File: config.mk
export PLATFORM = sky130hd
export DESIGN_NAME = pong_game_ctrl_flat
export DESIGN_NICKNAME = d
export VERILOG_FILES = /design/src/rtl/pong_game_ctrl_if.sv /design/src/rtl/pong_game_ctrl.sv /design/src/flat_wrapper.sv
export SDC_FILE = /design/constraint.sdc
export NUM_CORES = 1
export LEC_CHECK = 0
export CORE_ASPECT_RATIO = 2
export CORE_UTILIZATION = 40
export CTS_BUF_LIST = sky130_fd_sc_hd__clkbuf_2
export DETAILED_ROUTE_END_ITERATION = 12
export PLACE_DENSITY_LB_ADDON = 0.08
export SLEW_MARGIN = 25
export SYNTH_ARGS = -nofsm -noshare
export SYNTH_HDL_FRONTEND = slang
export SYNTH_SLANG_ARGS = --single-unit
File: constraint.sdc
create_clock -name clk25M -period 2.7 [get_ports clk25M]
set_input_delay 0.54 -clock clk25M [delete_from_list [all_inputs] [get_ports clk25M]]
set_output_delay 0.54 -clock clk25M [all_outputs]
set_load 0.01 [all_outputs]
File: src/rtl/pong_game_ctrl_if.sv
// Ball-block control bundle shared by the Pong game controller and the ball
// datapath. The controller (master) receives the frame pacing tick and the
// miss events, and it drives the reload, run and serve-direction controls.
interface pong_game_ctrl_if;
   logic frame_tick;   // one-cycle pulse at end of each frame
   logic miss_left;    // ball passed the left boundary
   logic miss_right;   // ball passed the right boundary
   logic ball_load;    // reload ball to centre
   logic ball_run;     // ball may advance on frame_tick
   logic serve_dir;    // 0 = toward left, 1 = toward right

   modport master (
      input  frame_tick,
      input  miss_left,
      input  miss_right,
      output ball_load,
      output ball_run,
      output serve_dir
   );

   modport slave (
      output frame_tick,
      output miss_left,
      output miss_right,
      input  ball_load,
      input  ball_run,
      input  serve_dir
   );
endinterface

File: src/rtl/pong_game_ctrl.sv
// Pong match sequencer: IDLE -> SERVE -> PLAY -> POINT/GAMEOVER.
// Keeps both scores, paces serve and point delays in frames using
// frame_tick, and drives the ball block through pong_game_ctrl_if.
// Optional demo mode: define PONG_ATTRACT_EN to keep the ball running in
// IDLE. Misses in IDLE then reload the ball and flip the serve direction.
// All outputs come straight from registers.
module pong_game_ctrl #(
   parameter int SERVE_FRAMES = 60,
   parameter int POINT_FRAMES = 90,
   parameter int WIN_SCORE    = 7,
   parameter int SCORE_W      = 4,
   parameter int CNT_W        = 8
) (
   input  logic               clk25M,
   input  logic               reset_n,
   input  logic               start_btn,
   pong_game_ctrl_if.master   bus,
   output logic [SCORE_W-1:0] score_l,
   output logic [SCORE_W-1:0] score_r,
   output logic               game_over,
   output logic               winner,
   output logic [2:0]         state_dbg
);

   typedef enum logic [2:0] {
      S_IDLE     = 3'd0,
      S_SERVE    = 3'd1,
      S_PLAY     = 3'd2,
      S_POINT    = 3'd3,
      S_GAMEOVER = 3'd4
   } state_t;

   localparam logic [SCORE_W-1:0] WIN      = SCORE_W'(WIN_SCORE);
   localparam logic [CNT_W-1:0]   SERVE_LD = CNT_W'(SERVE_FRAMES - 1);
   localparam logic [CNT_W-1:0]   POINT_LD = CNT_W'(POINT_FRAMES - 1);

   state_t             state_reg, state_next;
   logic [CNT_W-1:0]   cnt_reg, cnt_next;
   logic [SCORE_W-1:0] score_l_reg, score_l_next;
   logic [SCORE_W-1:0] score_r_reg, score_r_next;
   logic               serve_dir_reg, serve_dir_next;
   logic               ball_load_reg, ball_load_next;
   logic               ball_run_reg, ball_run_next;
   logic               game_over_reg, game_over_next;
   logic               winner_reg, winner_next;
   logic               start_prev_reg;

   logic               start_edge;
   logic [SCORE_W-1:0] score_l_inc;
   logic [SCORE_W-1:0] score_r_inc;

   // The previous button value resets to 1, so a button held through reset
   // must be released and pressed again before it counts as a start.
   assign start_edge = start_btn & ~start_prev_reg;

   // Saturating increments: a score never moves past the winning value.
   assign score_l_inc = (score_l_reg >= WIN) ? score_l_reg : score_l_reg + 1'b1;
   assign score_r_inc = (score_r_reg >= WIN) ? score_r_reg : score_r_reg + 1'b1;

   // State and output registers.
   always_ff @(posedge clk25M or negedge reset_n) begin
      if (!reset_n) begin
         state_reg      <= S_IDLE;
         cnt_reg        <= '0;
         score_l_reg    <= '0;
         score_r_reg    <= '0;
         serve_dir_reg  <= 1'b0;
         ball_load_reg  <= 1'b0;
         ball_run_reg   <= 1'b0;
         game_over_reg  <= 1'b0;
         winner_reg     <= 1'b0;
         start_prev_reg <= 1'b1;
      end else begin
         state_reg      <= state_next;
         cnt_reg        <= cnt_next;
         score_l_reg    <= score_l_next;
         score_r_reg    <= score_r_next;
         serve_dir_reg  <= serve_dir_next;
         ball_load_reg  <= ball_load_next;
         ball_run_reg   <= ball_run_next;
         game_over_reg  <= game_over_next;
         winner_reg     <= winner_next;
         start_prev_reg <= start_btn;
      end
   end

   // Next-state logic. Output values are decoded from the next state so the
   // registered outputs line up with the state they belong to.
   always_comb begin
      state_next     = state_reg;
      cnt_next       = cnt_reg;
      score_l_next   = score_l_reg;
      score_r_next   = score_r_reg;
      serve_dir_next = serve_dir_reg;
      winner_next    = winner_reg;
      ball_load_next = 1'b0;

      case (state_reg)
         S_IDLE, S_GAMEOVER: begin
            if (start_edge) begin
               score_l_next   = '0;
               score_r_next   = '0;
               serve_dir_next = 1'b0;
               ball_load_next = 1'b1;
               cnt_next       = SERVE_LD;
               state_next     = S_SERVE;
            end
`ifdef PONG_ATTRACT_EN
            else if ((state_reg == S_IDLE) && (bus.miss_left || bus.miss_right)) begin
               // Demo mode: re-serve from centre in the opposite direction.
               ball_load_next = 1'b1;
               serve_dir_next = ~serve_dir_reg;
            end
`endif
         end

         S_SERVE: begin
            if (bus.frame_tick) begin
               if (cnt_reg == '0) begin
                  state_next = S_PLAY;
               end else begin
                  cnt_next = cnt_reg - 1'b1;
               end
            end
         end

         S_PLAY: begin
            // Misses take priority; frame_tick is not counted in PLAY at all,
            // so a coincident tick never shortens the following pause.
            if (bus.miss_left && bus.miss_right) begin
               cnt_next   = POINT_LD;
               state_next = S_POINT;
            end else if (bus.miss_left) begin
               score_r_next   = score_r_inc;
               serve_dir_next = 1'b0;
               if (score_r_inc == WIN) begin
                  winner_next = 1'b1;
                  state_next  = S_GAMEOVER;
               end else begin
                  cnt_next   = POINT_LD;
                  state_next = S_POINT;
               end
            end else if (bus.miss_right) begin
               score_l_next   = score_l_inc;
               serve_dir_next = 1'b1;
               if (score_l_inc == WIN) begin
                  winner_next = 1'b0;
                  state_next  = S_GAMEOVER;
               end else begin
                  cnt_next   = POINT_LD;
                  state_next = S_POINT;
               end
            end
         end

         S_POINT: begin
            if (bus.frame_tick) begin
               if (cnt_reg == '0) begin
                  ball_load_next = 1'b1;
                  cnt_next       = SERVE_LD;
                  state_next     = S_SERVE;
               end else begin
                  cnt_next = cnt_reg - 1'b1;
               end
            end
         end

         default: begin
            state_next = S_IDLE;
         end
      endcase

`ifdef PONG_ATTRACT_EN
      ball_run_next  = (state_next == S_PLAY) || (state_next == S_IDLE);
`else
      ball_run_next  = (state_next == S_PLAY);
`endif
      game_over_next = (state_next == S_GAMEOVER);
   end

   assign bus.ball_load = ball_load_reg;
   assign bus.ball_run  = ball_run_reg;
   assign bus.serve_dir = serve_dir_reg;
   assign score_l       = score_l_reg;
   assign score_r       = score_r_reg;
   assign game_over     = game_over_reg;
   assign winner        = winner_reg;
   assign state_dbg     = state_reg;

endmodule

File: src/flat_wrapper.sv
// flat-port wrapper written by rule: the top's interface ports become plain ports
module pong_game_ctrl_flat 
#(
   parameter int SERVE_FRAMES = 60,
   parameter int POINT_FRAMES = 90,
   parameter int WIN_SCORE    = 7,
   parameter int SCORE_W      = 4,
   parameter int CNT_W        = 8
)
  (clk25M, reset_n, start_btn, score_l, score_r, game_over, winner, state_dbg, bus_frame_tick, bus_miss_left, bus_miss_right, bus_ball_load, bus_ball_run, bus_serve_dir);
  pong_game_ctrl_if bus_i ();
  input  logic clk25M;
  input  logic reset_n;
  input  logic start_btn;
  output logic [SCORE_W-1:0] score_l;
  output logic [SCORE_W-1:0] score_r;
  output logic game_over;
  output logic winner;
  output logic [2:0] state_dbg;
  input wire logic [$bits(bus_i.frame_tick)-1:0] bus_frame_tick;
  input wire logic [$bits(bus_i.miss_left)-1:0] bus_miss_left;
  input wire logic [$bits(bus_i.miss_right)-1:0] bus_miss_right;
  output wire logic [$bits(bus_i.ball_load)-1:0] bus_ball_load;
  output wire logic [$bits(bus_i.ball_run)-1:0] bus_ball_run;
  output wire logic [$bits(bus_i.serve_dir)-1:0] bus_serve_dir;
  assign bus_i.frame_tick = bus_frame_tick;
  assign bus_i.miss_left = bus_miss_left;
  assign bus_i.miss_right = bus_miss_right;
  assign bus_ball_load = bus_i.ball_load;
  assign bus_ball_run = bus_i.ball_run;
  assign bus_serve_dir = bus_i.serve_dir;
  pong_game_ctrl #(.SERVE_FRAMES(SERVE_FRAMES), .POINT_FRAMES(POINT_FRAMES), .WIN_SCORE(WIN_SCORE), .SCORE_W(SCORE_W), .CNT_W(CNT_W)) u_core (.clk25M(clk25M), .reset_n(reset_n), .start_btn(start_btn), .bus(bus_i), .score_l(score_l), .score_r(score_r), .game_over(game_over), .winner(winner), .state_dbg(state_dbg));
endmodule
Word level (Yosys, flattened, before mapping)
Index checks and enable logic that the tools add are counted.
Word-level totals
  input bits: 6
  logic and storage cells: 97
  register bits after elaboration: 25
  output and inout port bits: 16
Operators by class
  muxes and demuxes: 45
  reductions and logical operators: 13
  add/sub/neg operators: 3
  order comparisons: 2
  bitwise operators: 3
  equal/unequal tests: 21
Operators by type and width (number)
  8-bit two-way mux: 10
  4-bit two-way mux: 8
  8-bit case mux with 4 select lines: 1
  3-bit two-way mux: 10
  4-bit case mux with 2 select lines: 2
  2-bit != test, second input constant: 7
  4-bit by 3-bit != test with 1-bit output, second input constant: 3
  3-bit case mux with 4 select lines: 1
  1-bit two-way mux: 11
  5-bit AND reduction: 2
  3-bit by 2-bit equality test with 1-bit output, second input constant: 3
  4-bit by 1-bit adder with 4-bit output, second input constant: 2
  4-bit by 3-bit equality test with 1-bit output, second input constant: 2
  4-bit by 3-bit greater-or-equal comparator with 1-bit output, second input constant: 2
  8-bit zero test: 1
  4-bit AND reduction: 2
  8-bit AND reduction: 1
  8-bit by 1-bit subtractor with 8-bit output, second input constant: 1
  3-bit equality test, second input constant: 2
  2-bit nonzero test: 3
  2-bit by 1-bit != test with 1-bit output, second input constant: 2
  1-bit case mux with 2 select lines: 2
  4-bit nonzero test: 1
  3-bit by 1-bit equality test with 1-bit output, second input constant: 1
  6 further kinds: 7

Logic depth before layout (Yosys ltp)
Gate-level depths: netlist of run 1.
  depth in word-level cells: 9
  mapped depth: 8
  mapped depth without buffers: 7

Worst setup path before layout of run 1
No wires, ideal clock.
  path type: register to register
  start point: register u_core.cnt_reg[0]
  end point: register u_core.cnt_reg[6]
  path slack: 468 ps
  period minus slack after synthesis: 2232 ps
  arrival time: 2099 ps
  stages on the path, launching flop included: 9
  cells stage by stage: dfrtp_1 -> inv_1 -> ha_1 -> or3b_2 -> or4_4 -> o311ai_4 -> or2_1 -> buf_6 -> o21ai_0
Between the ends
  word-level cells in the longest chain between the ends: 4
  elaborated cells between the ends (all ways): 9
Ends and longest elaborated chain
  start, declared: line pong_game_ctrl.sv:38  | logic [CNT_W-1:0] cnt_reg, cnt_next;
  start signal, assigned: line pong_game_ctrl.sv:75  | cnt_reg <= cnt_next;
  8-bit by 1-bit subtractor with 8-bit output / 8-bit zero test (equally long branches)
  8-bit two-way mux (on tied branches): line pong_game_ctrl.sv:158, pong_game_ctrl.sv:119
  8-bit two-way mux (on tied branches): line pong_game_ctrl.sv:157, pong_game_ctrl.sv:118
  8-bit case mux with 4 select lines: line pong_game_ctrl.sv:98  | case (state_reg)
Parallel ways exist; a longest one is shown, timed or not. The select of a mux whose other input is x is not followed.
A chain may end at the register's enable or synchronous reset.

Worst setup path in the final report of run 1
  start point: register u_core.score_r_reg[0] (netlist: u_core.score_r[0])
  end point: register u_core.cnt_reg[6]
Between the ends
  word-level cells in the longest chain between the ends: 5
  elaborated cells between the ends (all ways): 6
Ends and longest elaborated chain
  start, declared: line pong_game_ctrl.sv:40  | logic [SCORE_W-1:0] score_r_reg, score_r_next;
  start signal, assigned: line pong_game_ctrl.sv:77  | score_r_reg <= score_r_next;
  4-bit by 1-bit adder with 4-bit output / 4-bit by 3-bit greater-or-equal comparator with 1-bit output (equally long branches): line pong_game_ctrl.sv:58  | assign score_r_inc = (score_r_reg >= WIN) ? score_r_reg : score_r_reg + 1'b1;
  4-bit two-way mux *: line pong_game_ctrl.sv:58
  4-bit by 3-bit equality test with 1-bit output *: line pong_game_ctrl.sv:136  | if (score_r_inc == WIN) begin
  4-bit by 3-bit != test with 1-bit output (no source line) *
  8-bit AND reduction (no source line) *
Every way passes the cells marked *; elsewhere a longest branch is shown, timed or not.

==> key figures, run 1 <==
Placed design
  • Detailed placement HPWL: 2995 um
  • Post-Place Setup Slack: 47.34 ps
  • Area after DPL: 0.001800 mm^2
  • Dpl cells: 237
  • Port bufs: 21
  • RePlAce Congestion: 0.8275

Detailed routing
  • Routed WL: 3780 um
  • WL per Instance: 15.68 um
  • DR vias/cell: 5.739
  • DR DRC count: 0
  • Final antenna-violating net count: 0
  • Initial drt markers: 34
  • DR vias: 1,383
  • Drt first pass iters: 5

Pwr
  • Total chip power: 1.127 mW
  • Comb pwr share: 35.3%
  • Sw power: 430.6 uW
  • LEAKAGE: 0.7846 nW
  • PD cells: 619.3 mW/mm^2
  • Sw Ratio: 38.20%
  • Clk pwr share: 12.9%
  • Flop pwr share: 51.8%
  • Int Pwr: 696.7 uW
  • Maximum vdd drop: 0.4972 mV

Job
  • Max_cap viols: 0

Timing
  • Unrepaired setup endpoints after global routing: false
  • Worst clock skew: 11.82 ps
  • Final period util: 95.68%
  • Final Hold Fails: 0
  • Final worst path period need: 2583 ps
  • Endpoints failing setup: 0
  • Worst Tran Pin Value: 704.0 ps
  • Max_slew headroom: 52.92%
  • Fmax: 387.1 MHz
  • Final worst slack: 116.6 ps
  • Final Max Slew Viols: 0
  • Min Hold Slack: 532.2 ps
  • Setup_tns: 0 ps

Critical path
  • Worst Setup End Kind: flop
  • CP Max Fanout: 9
  • Reg2reg path depth: 6
  • Crit start category: flop
  • Worst Path Arrival: 2810 ps
  • Crit path required time: 2930 ps
  • Crit path kind: reg2reg

Logic synthesis
  • Post-synthesis simple-gate area fraction: 24.03%
  • Leading area contributor after synthesis: dfrtp_1
  • Post-synth top area share: 39.77%
  • Ys Warns: 0
  • Sequential element share of the synthesized area: 41.51%
  • Avg Cell Area, Syn: 9.153 um^2
  • Synthesized Nets: 174
  • Synth Cell Area: 0.001510 mm^2
  • Post-synthesis mux area share: 1.988%
  • Post-synth ARST share: 100.0%
  • Compound-Gate Fraction of Synth Area: 23.61%
  • Fraction of the mapped netlist area in adder cells: 2.486%
  • Post-synthesis xor/xnor area fraction: 1.160%
  • Main combinational cell family by area after synthesis: simple AND/OR/NAND/NOR gates
  • Seq cells post-synth: 25
  • Distinct cell type count after synthesis: 48
  • Post-synth top flop: dfrtp_1
  • Post-synth EDFFs: 0
  • Post-synthesis instance total: 165
  • Largest cells by area after synthesis: dfrtp_1 40%, nor2_1 4.5%, o21ai_0 3.6%

Layout
  • Fin area: 0.001821 mm^2
  • Final non-filler cell total: 241
  • Largest register FFs: 8
  • Fill count: 358
  • Antenna cells: 0
  • Util after Layout: 50.47%
  • Share of layout cells above drive strength 1: 12.50%
  • P&R area growth vs syn: 20.55%
  • Net count, final: 202

Clock tree
  • Num CTS Buffers: 3
  • Post-CTS sizing: 0
  • Clock transition at path regs: 240 ps
  • Depth of the CTS H-tree: 1
  • Postcts setup bufs: 0
  • Clock Tree Buf Depth: 2
  • Root buffer cell: clkbuf_2
  • Hold Buf Count CTS: 0
  • Number of clock sinks: 25
  • Clk Latency, worst-skew pair: 340 ps
  • CTS tree: yes

GRT
  • First-pass GRT wire length: 6078 um
  • GRT Util Overall: 20.65%
  • Initial antenna violation count: 0
  • Overflow after GRT: 0
  • Number of global-route vias before repair: 1,343
  • Largest net degree at the start of global routing: 16

Worst hold path
  • Hold Crit Class: reg2reg
  • Hold Path Stages: 1

Floorplan
  • Ports: 22
  • Die area: 0.004040 mm^2
  • FP Rows: 31
  • Die H: 88.90 um
  • Die width: 45.45 um
  • Core Region: 0.003607 mm^2
  • Initial Utilization: 41.87%

Run status
  • Status: finished clean
## per-layer routing
metal	part of all wire [%]	global-route usage, %	wire length (um)	vias to the layer above
li1	-	-	-	669
met5	0	0	0	-
met4	1.7	8.264	66	0
met1	38	21.25	1424	672
met2	58	40.00	2204	34
met3	2.2	1.616	85	8
## Yosys cell counts (all sizes together) (2+ instances only)
| library cell | instances |
|---|---|
| dfrtp | 24 |
| nor2 | 18 |
| o21ai | 13 |
| nand2 | 12 |
| inv | 10 |
| nor3 | 9 |
| a21oi | 8 |
| nand2b | 6 |
| a31oi | 4 |
| a32oi | 4 |
| o31ai | 4 |
| buf | 3 |
| clkbuf | 3 |
| ha | 3 |
| mux2i | 3 |
| nand3 | 3 |
| nand4 | 3 |
| or4 | 3 |
| and3 | 2 |
| nor2b | 2 |
| o32a | 2 |
| or2 | 2 |
| or3b | 2 |
| or4bb | 2 |
| xor2 | 2 |
## power groups by stage
stage          Sequential (mW)  Clock [mW]  Combinational [mW]
6_report                 0.584       0.146               0.398
5_1_grt                  0.594       0.171               0.441
4_1_cts                  0.579       0.155               0.402
3_5_place_dp             0.587           0               0.401
3_3_place_gp             0.588           0               0.396
2_1_floorplan            0.558           0               0.273
## worst max-delay path: stages (launching register included)
cell and delay, ps:
dfrtp_1 530, ha_1 290, or4bb_1 500, a31oi_1 400, o21a_1 360, or2_1 250, o21ai_0 150
## placed cells by master (no fill, tap or decap), drive strengths merged, types with 3 or more instances in the layout
cell type | netlist | layout
nand4 | 3 | 3
ha | 3 | 3
o31ai | 4 | 4
inv | 10 | 10
clkbuf | 3 | 3
a32oi | 4 | 4
clkdlybuf4s50 | 0 | 21
o21ai | 13 | 13
nand2b | 6 | 6
or4 | 3 | 3
mux2i | 3 | 3
nor3 | 9 | 9
nand3 | 3 | 3
buf | 3 | 8
dfrtp | 24 | 24
nand2 | 12 | 12
a31oi | 4 | 4
nor2 | 18 | 18
a21oi | 8 | 8
## cells by family after synthesis
group,count (synthesis)
AO/OA/AOI/OAI,49
XOR/XNOR,2
adder cells (fa/ha/maj),3
buffers and inverters,16
flip-flops,25
multiplexers,3
AND/OR/NAND/NOR,67
## area by class of cell
type                            instances  area [um^2]  area share [%]
Timing Repair Buffer                   29        270.3           14.85
Multi-Input combinational cell        124        804.5           44.19
Sequential cell                        25        626.9           34.43
Clock inverter                          1        5.005          0.2749
Inverter                               10        37.54           2.062
Clock buffer                            3        15.01          0.8247
Tap cell                               49        61.31           3.368
## worst paths after layout
path,slack (ps),end,start
setup / recovery,120,u_core.cnt_reg[6],u_core.score_r[0]
setup reg to reg,120,u_core.cnt_reg[6],u_core.score_r[0]
hold / removal,530,u_core.cnt_reg[7],u_core.cnt_reg[7]
min in group asynchronous,580,u_core.cnt_reg[2],reset_n
max in group asynchronous,1500,u_core.score_l[0],reset_n
hold reg to reg,530,u_core.cnt_reg[7],u_core.cnt_reg[7]
(Power assumes the default switching activity.)
==> run 2: changes to the inputs <==
RECOVER_POWER = 50   (was default)
SLEW_MARGIN = 20   (was 25)
==> run 2 against run 1 <==
Setup slack gained 2.5 ps. Largest cell class unchanged. Worst hold slack worse by 1.5 ps. Sequential share of layout area grew 0.071 points. Power decreased by 0.18%. Via count increased by 0.36%. Non-clock buffer count unchanged. Cell count stayed put.
==> key figures, run 2 (synthesized netlist as in run 1, its figures left out) <==
Run status
  • Status: finished clean

Detailed routing
  • DR vias/cell: 5.759 (+0.36%)
  • Initial drt markers: 34 (unchanged)
  • DR DRC count: 0 (unchanged)
  • Final antenna-violating net count: 0 (unchanged)
  • Drt first pass iters: 5 (unchanged)
  • WL per Instance: 15.68 um (about the same)
  • Routed WL: 3779 um (about the same)
  • DR vias: 1,388 (+0.36%)

Floorplan
  • Core Region: 0.003607 mm^2 (unchanged)
  • Die H: 88.90 um (unchanged)
  • Initial Utilization: 41.87% (unchanged)
  • Die area: 0.004040 mm^2 (unchanged)
  • Die width: 45.45 um (unchanged)
  • Ports: 22 (unchanged)
  • FP Rows: 31 (unchanged)

Clock tree
  • Clock Tree Buf Depth: 2 (unchanged)
  • Post-CTS sizing: 0 (unchanged)
  • CTS tree: yes
  • Root buffer cell: clkbuf_2
  • Number of clock sinks: 25 (unchanged)
  • Postcts setup bufs: 0 (unchanged)
  • Clk Latency, worst-skew pair: 340 ps (about the same)
  • Depth of the CTS H-tree: 1 (unchanged)
  • Clock transition at path regs: 240 ps (about the same)
  • Hold Buf Count CTS: 0 (unchanged)
  • Num CTS Buffers: 3 (unchanged)

GRT
  • Initial antenna violation count: 0 (unchanged)
  • Overflow after GRT: 0 (unchanged)
  • Number of global-route vias before repair: 1,343 (unchanged)
  • First-pass GRT wire length: 6078 um (unchanged)
  • GRT Util Overall: 20.65% (unchanged)
  • Largest net degree at the start of global routing: 16 (unchanged)

Critical path
  • Crit path kind: reg2reg
  • Worst Path Arrival: 2810 ps (about the same)
  • Worst Setup End Kind: flop
  • Crit start category: flop
  • Crit path required time: 2930 ps (about the same)
  • CP Max Fanout: 9 (unchanged)

Timing
  • Min Hold Slack: 530.7 ps (-1.488 ps)
  • Max_slew headroom: 52.47% (-0.45 points)
  • Final worst path period need: 2581 ps (-2.496 ps)
  • Worst Tran Pin Value: 710.6 ps (+6.585 ps)
  • Endpoints failing setup: 0 (unchanged)
  • Final Hold Fails: 0 (unchanged)
  • Final worst slack: 119.1 ps (+2.496 ps)
  • Setup_tns: 0 ps (unchanged)
  • Final period util: 95.59% (about the same)
  • Worst clock skew: 8.387 ps (-3.435 ps)
  • Final Max Slew Viols: 0 (unchanged)
  • Unrepaired setup endpoints after global routing: false
  • Fmax: 387.5 MHz (about the same)

Job
  • Max_cap viols: 0 (unchanged)

Pwr
  • Comb pwr share: 35.2% (about the same)
  • Clk pwr share: 12.8% (about the same)
  • Sw power: 430.3 uW (about the same)
  • Flop pwr share: 52.0% (+0.2 points)
  • Maximum vdd drop: 0.4937 mV (-0.70%)
  • LEAKAGE: 0.7925 nW (+1.0%)
  • Total chip power: 1.125 mW (-0.18%)
  • Sw Ratio: 38.24% (+0.042 points)
  • Int Pwr: 695.0 uW (-0.25%)
  • PD cells: 619.4 mW/mm^2 (about the same)

Layout
  • Fill count: 360 (+0.56%)
  • P&R area growth vs syn: 20.30%
  • Util after Layout: 50.36% (-0.10 points)
  • Antenna cells: 0 (unchanged)
  • Most common cell after layout, fill and taps aside: dfrtp_1
  • Fin area: 0.001817 mm^2 (-0.21%)
  • Commonest cells after routing, fill and taps aside: 24 x dfrtp_1, 18 x nor2_1, 15 x clkdlybuf4s50_1
  • Share of layout cells above drive strength 1: 11.98% (-0.52 points)
  • Net count, final: 202 (unchanged)
  • Final non-filler cell total: 241 (unchanged)
  • Largest register FFs: 8 (unchanged)

Placed design
  • Area after DPL: 0.001800 mm^2 (unchanged)
  • Detailed placement HPWL: 2995 um (unchanged)
  • RePlAce Congestion: 0.8275 (unchanged)
  • Port bufs: 21 (unchanged)
  • Dpl cells: 237 (unchanged)
  • Post-Place Setup Slack: 47.34 ps (unchanged)

Worst hold path
  • Hold Crit Class: reg2reg
==> run 2: cell types whose count changed in the layout (fill, tap and decap cells not counted), sizes merged <==
cell	previous run	this run
clkdlybuf4s50	21	15
dlygate4sd3	0	6
buf	8	7
clkbuf	3	4
==> run 2: power by group through the flow <==
stage	Combinational (mW)	Clock (mW)	Sequential, mW
floorplan	0.273	0	0.558
global placement	0.396	0	0.588
detailed placement	0.401	0	0.587
CTS	0.402	0.155	0.579
global route	0.439	0.171	0.594
finish	0.396	0.144	0.585
==> run 2: final timing paths <==
| check | depth (start not counted) | startpoint | to | slack [ps] |
|---|---|---|---|---|
| setup reg to reg | 6 | u_core.score_r[0] | u_core.cnt_reg[6] | 120 |
| setup / recovery | 6 | u_core.score_r[0] | u_core.cnt_reg[6] | 120 |
| hold / removal | 1 | u_core.cnt_reg[7] | u_core.cnt_reg[7] | 530 |
| max in group asynchronous | 2 | reset_n | u_core.score_l[0] | 1100 |
| min in group asynchronous | 1 | reset_n | u_core.cnt_reg[2] | 650 |
| hold reg to reg | 1 | u_core.cnt_reg[7] | u_core.cnt_reg[7] | 530 |
==> run 2: critical path, stage by stage (launching register included) <==
cell and delay (ps):
dfrtp_1 530, ha_1 290, or4bb_1 500, a31oi_1 400
o21a_1 360, or2_1 250, o21ai_0 150
==> run 2: area by class of cell <==
cell class,count,area [um^2],area share [%]
Clock inverter,1,5.005,0.2755
Inverter,10,37.54,2.066
Timing Repair Buffer,29,266.5,14.67
Multi-Input combinational cell,124,804.5,44.28
Sequential cell,25,626.9,34.50
Clock buffer,3,15.01,0.8264
Tap cell,49,61.31,3.375
==> run 2: layer usage <==
| layer | global-route usage (%) | vias to the layer above | routed length, um |
|---|---|---|---|
| li1 | - | 670 | - |
| met1 | 21.25 | 673 | 1424 |
| met2 | 40.00 | 35 | 2191 |
| met3 | 1.616 | 10 | 80 |
| met4 | 8.264 | 0 | 82 |
| met5 | 0 | - | 0 |
